File: config.mk
export PLATFORM = sky130hd
export DESIGN_NAME = piso_serializer
export DESIGN_NICKNAME = d
export VERILOG_FILES = /design/src/rtl/piso_serializer.sv
export SDC_FILE = /design/constraint.sdc
export NUM_CORES = 1
export LEC_CHECK = 0
export BUFFER_PORTS_ARGS = -buffer_cell sky130_fd_sc_hd__buf_2
export CELL_PAD_IN_SITES_DETAIL_PLACEMENT = 0
export CELL_PAD_IN_SITES_GLOBAL_PLACEMENT = 1
export CORE_MARGIN = 2
export CORE_UTILIZATION = 40
export CTS_BUF_LIST = sky130_fd_sc_hd__clkbuf_4 sky130_fd_sc_hd__clkbuf_8
export DETAILED_ROUTE_END_ITERATION = 16
export PLACE_DENSITY_LB_ADDON = 0.1
export SYNTH_ARGS = -nofsm -noshare
export SYNTH_HDL_FRONTEND = slang
export SYNTH_SLANG_ARGS = --single-unit
File: constraint.sdc
create_clock -name clk -period 1.7 [get_ports clk]
set_clock_uncertainty 0.1 [all_clocks]
set_input_delay 0.085 -clock clk [delete_from_list [all_inputs] [get_ports clk]]
set_output_delay 0.085 -clock clk [all_outputs]
set_load 0.005 [all_outputs]
File: src/rtl/piso_serializer.sv
// rtl/piso_serializer.sv - parallel-in serial-out word serializer with valid/ready intake
//
// Ports:
//   clk        : clock, all state changes on its rising edge
//   rst        : synchronous active-high reset
//   din        : parallel word to transmit (WIDTH bits)
//   din_valid  : din holds a word offered for transmission
//   din_ready  : word on din is taken on this edge if din_valid is high
//   sout       : serial data bit (registered)
//   sout_valid : sout carries a data bit this cycle (registered)
//   sout_last  : sout carries the final bit of a word (registered)
//   busy       : a word is being shifted out (registered)
//
// Parameters:
//   WIDTH      : parallel word width, 2..32
//   MSB_FIRST  : 1 sends bit WIDTH-1 first, 0 sends bit 0 first

module piso_serializer #(
    parameter int WIDTH     = 8,
    parameter bit MSB_FIRST = 1'b1
) (
    input  logic             clk,
    input  logic             rst,
    input  logic [WIDTH-1:0] din,
    input  logic             din_valid,
    output logic             din_ready,
    output logic             sout,
    output logic             sout_valid,
    output logic             sout_last,
    output logic             busy
);

    localparam int CW = $clog2(WIDTH);
    localparam logic [CW-1:0] CNT_LAST = CW'(WIDTH - 1);

    typedef enum logic {
        IDLE  = 1'b0,
        SHIFT = 1'b1
    } state_t;

    state_t           state;
    state_t           state_nx;
    logic [CW-1:0]    cnt;
    logic [CW-1:0]    cnt_nx;
    logic [WIDTH-1:0] shreg;
    logic [WIDTH-1:0] shreg_nx;

    logic             last_bit;
    logic             hs;
    logic             bit_now;
    logic             sout_nx;
    logic             sout_valid_nx;
    logic             sout_last_nx;

    assign last_bit = (state == SHIFT) && (cnt == CNT_LAST);
    assign hs       = din_valid && din_ready;
    assign bit_now  = MSB_FIRST ? shreg[WIDTH-1] : shreg[0];

    // State register. The output registers trail the state by one cycle,
    // so a word loaded at edge N shows its first bit after edge N+1.
    always_ff @(posedge clk) begin
        if (rst) begin
            state      <= IDLE;
            cnt        <= '0;
            shreg      <= '0;
            sout       <= 1'b0;
            sout_valid <= 1'b0;
            sout_last  <= 1'b0;
            busy       <= 1'b0;
        end else begin
            state      <= state_nx;
            cnt        <= cnt_nx;
            shreg      <= shreg_nx;
            sout       <= sout_nx;
            sout_valid <= sout_valid_nx;
            sout_last  <= sout_last_nx;
            busy       <= sout_valid_nx;
        end
    end

    // Next-state logic. A word accepted on the last-bit cycle reloads the
    // shifter directly so the next word follows with no gap cycle.
    always_comb begin
        state_nx = state;
        cnt_nx   = cnt;
        shreg_nx = shreg;
        case (state)
            IDLE: begin
                if (hs) begin
                    state_nx = SHIFT;
                    cnt_nx   = '0;
                    shreg_nx = din;
                end
            end
            SHIFT: begin
                if (last_bit) begin
                    cnt_nx = '0;
                    if (hs) begin
                        shreg_nx = din;
                    end else begin
                        state_nx = IDLE;
                        shreg_nx = '0;
                    end
                end else begin
                    cnt_nx = cnt + CW'(1);
                    if (MSB_FIRST) begin
                        shreg_nx = {shreg[WIDTH-2:0], 1'b0};
                    end else begin
                        shreg_nx = {1'b0, shreg[WIDTH-1:1]};
                    end
                end
            end
            default: begin
                state_nx = IDLE;
                cnt_nx   = '0;
                shreg_nx = '0;
            end
        endcase
    end

    // Output logic: ready is masked by reset so a word offered during reset
    // is never taken; sout is forced low outside bit cycles.
    always_comb begin
        din_ready     = 1'b0;
        sout_nx       = 1'b0;
        sout_valid_nx = 1'b0;
        sout_last_nx  = 1'b0;
        if (!rst) begin
            din_ready = (state == IDLE) || last_bit;
        end
        if (state == SHIFT) begin
            sout_valid_nx = 1'b1;
            sout_nx       = bit_now;
            sout_last_nx  = last_bit;
        end
    end

endmodule

==> qor.txt <==
outcome: finished clean
TritonCTS Buffers: 3
Die Ht: 45.9 µm
f_max: 629 MHz
Setup CP Type: reg -> out
Synth Warn #: 0
Critical-path top delay cell: dfxtp_1
number of global-route vias before repair: 562
total power: 0.692 mW
WHS: 45.2 ps
Sum Neg Setup Slack: 0 ps
critical path arrival: 1400 ps
crit path cell chain: ha_2 -> ha_4 -> nor2b_1 -> buf_4 -> nor2_1 -> buf_2
final worst setup slack: 111 ps
share of cells above drive strength 1: 28.7%
Reg2Reg Capture Point: shreg[3]
Starting Density: 41.5%
Clock Tree Root: clkbuf_4
register bit total from synthesis: 15
H-tree depth: 1
n_diodes: 0
Final #Nets: 108
Startpoint Class: flop
CTS sink count: 15
pin count of the biggest net entering global routing: 16
crit path max fanout: 8
Final min period: 1590 ps
slew margin rel.: 79.4%
unrepaired setup endpoints after global routing: false
DR vias/cell: 5.51
reg2reg setup slack: 170 ps
Buffers on Ports: 15
clock tree from TritonCTS: built
overall routed net length: 1520 µm
CP Capture Type: output port
Die W: 45.9 µm
GR Overflow Total: 0
final instance area: 852 µm²
core footprint: 1690 µm²
hold path depth: 3
Syn Inst Count: 76
full die area: 2100 µm²
clock latency on the worst-skew pair: 280 ps
worst path buffer plus inverter count: 2
Critical Path RT: 1510 ps
Total GRT Usage: 16.0%
syn_area_per_cell: 9.22 µm²
Final Util: 50.4%
global-route wire length before repair: 2410 µm
antenna viol nets, final: 0
Slew @ Worst Pin: 308 ps
Max VDD drop: 0.478 mV
synth unique cells: 20
endpoints failing hold: 0
Core Rows: 15
# setup viols final: 0
Hold Startpoint: din[7]
hpwl dp: 1050 µm
Ports: 16
max-cap violation count: 0
placed cell areas: 792 µm²
pre-CTS WS: 151 ps
initial antenna violation count: 0
routed len/inst: 13.6 µm
Mapped Nets: 89
Static Leak: 0.340 nW
placed insts: 105
Finished Layout Cells: 111
Clock Path Buffers: 2
Area growth, synth to finish: 21.6%
Hold EP: shreg[7]
gpl congestion: 0.736
HP Class: in -> reg
Max stage delay on crit path: 330 ps
Seq/Total Area, Yosys: 42.9%
Starting DRT DRC Count: 14
FF-to-FF Start: cnt[0]
pwr/cell area: 812 nW/µm²
r2r worst-path depth: 7
CP delay by family, top: adder cells
final cycle utilization of the critical path: 93.5%
drc violations: 0
Clk pin slew, worst setup/hold paths: 90 ps
via count: 612
drt first pass iters: 4
synthesized area: 701 µm²
Final Max Tran Viols: 0
-- timing repair --
| item | CTS | global route |
|---|---|---|
| gates resized for setup | 1 | 2 |
| endpoints found under the setup margin | 1 | 1 |
| setup buffers | 0 | 1 |
| hold buffers | 1 | 0 |
| pin swaps | 0 | 0 |
| endpoints found under the hold margin | 5 | 0 |
-- power by group --
part	switching (mW)	total [mW]	internal (mW)	leakage (nW)
Combinational	0.0529	0.105	0.0518	0.199
Clock	0.112	0.199	0.0873	0.0177
Sequential	0.0150	0.388	0.373	0.124
-- cell usage in the layout (no fill, tap or decap) --
master / count
and2_1: 2
or2b_1: 1
clkinv_2: 1
clkbuf_4: 3
nor3_1: 7
o32a_1: 2
buf_4: 5
nand3_1: 1
inv_1: 2
mux2i_1: 2
and2b_2: 1
dfxtp_1: 15
nand2_1: 2
ha_4: 1
a32oi_1: 7
o21bai_1: 7
ha_2: 1
a211oi_1: 7
nor2_1: 8
o21a_1: 1
nor2b_1: 2
dlygate4sd3_1: 1
buf_2: 15
-- cell usage after synthesis --
master | count | area share, %
buf_4 | 1 | 1.1
nor2_1 | 8 | 4.3
o21a_1 | 1 | 1.1
dfxtp_1 | 15 | 43
a32oi_1 | 7 | 8.8
nand2_1 | 2 | 1.1
clkbuf_1 | 2 | 1.1
or2b_1 | 1 | 1.1
ha_1 | 2 | 3.6
mux2i_1 | 2 | 2.9
buf_2 | 4 | 2.9
and2b_2 | 1 | 1.3
nor3_1 | 7 | 5.0
and2_1 | 2 | 1.8
o21bai_1 | 7 | 7.5
a211oi_1 | 7 | 7.5
nor2b_1 | 2 | 1.8
nand3_1 | 1 | 0.71
inv_1 | 2 | 1.1
o32a_1 | 2 | 2.9
-- state kept, by name (all words and copies together), names as in the netlist --
register,flops
busy,1
sout_last,1
shreg,8
state,1
sout,1
cnt,3
-- worst reg2reg max path, stage by stage, from the launching register on --
cell and delay (ps):
dfxtp_1 330, ha_2 200, ha_4 180, nor2b_1 100
buf_4 160, buf_4 130, a32oi_1 50, a211oi_1 210
-- area by class of cell --
cell class	instances	area, µm²
repair buffers	21	123
clock buffers	3	22.5
well taps	17	21.3
clock inverters	1	5.00
fillers	168	837
inverters	2	7.51
multi-input cells	52	373
flip-flops and latches	15	300
-- per-layer routing --
layer  part of all wire (%)  global-route usage [%]
met1                     51                    21.0
met2                     45                    23.1
met3                    3.7                    7.94
met4                      0                    4.57
met5                      0                       0
-- logic make-up after synthesis --
family | synth area share [%]
compound gates | 27.7
simple gates | 17.0
flops | 42.9
buf+inv | 6.07
mux | 2.86
fa+ha+maj | 3.57
-- worst max path at each step --
stage           start   endpoint  slack (ps)  cells past startpoint
2_1_floorplan  cnt[0]   shreg[2]         330                      6
3_3_place_gp   cnt[0]   shreg[7]         180                      6
3_5_place_dp   cnt[0]   shreg[6]         150                      6
4_1_cts        cnt[0]  din_ready          20                      6
5_1_grt        cnt[0]  din_ready          10                      6
6_report       cnt[0]  din_ready         110                      6
(Power assumes the default switching activity.)
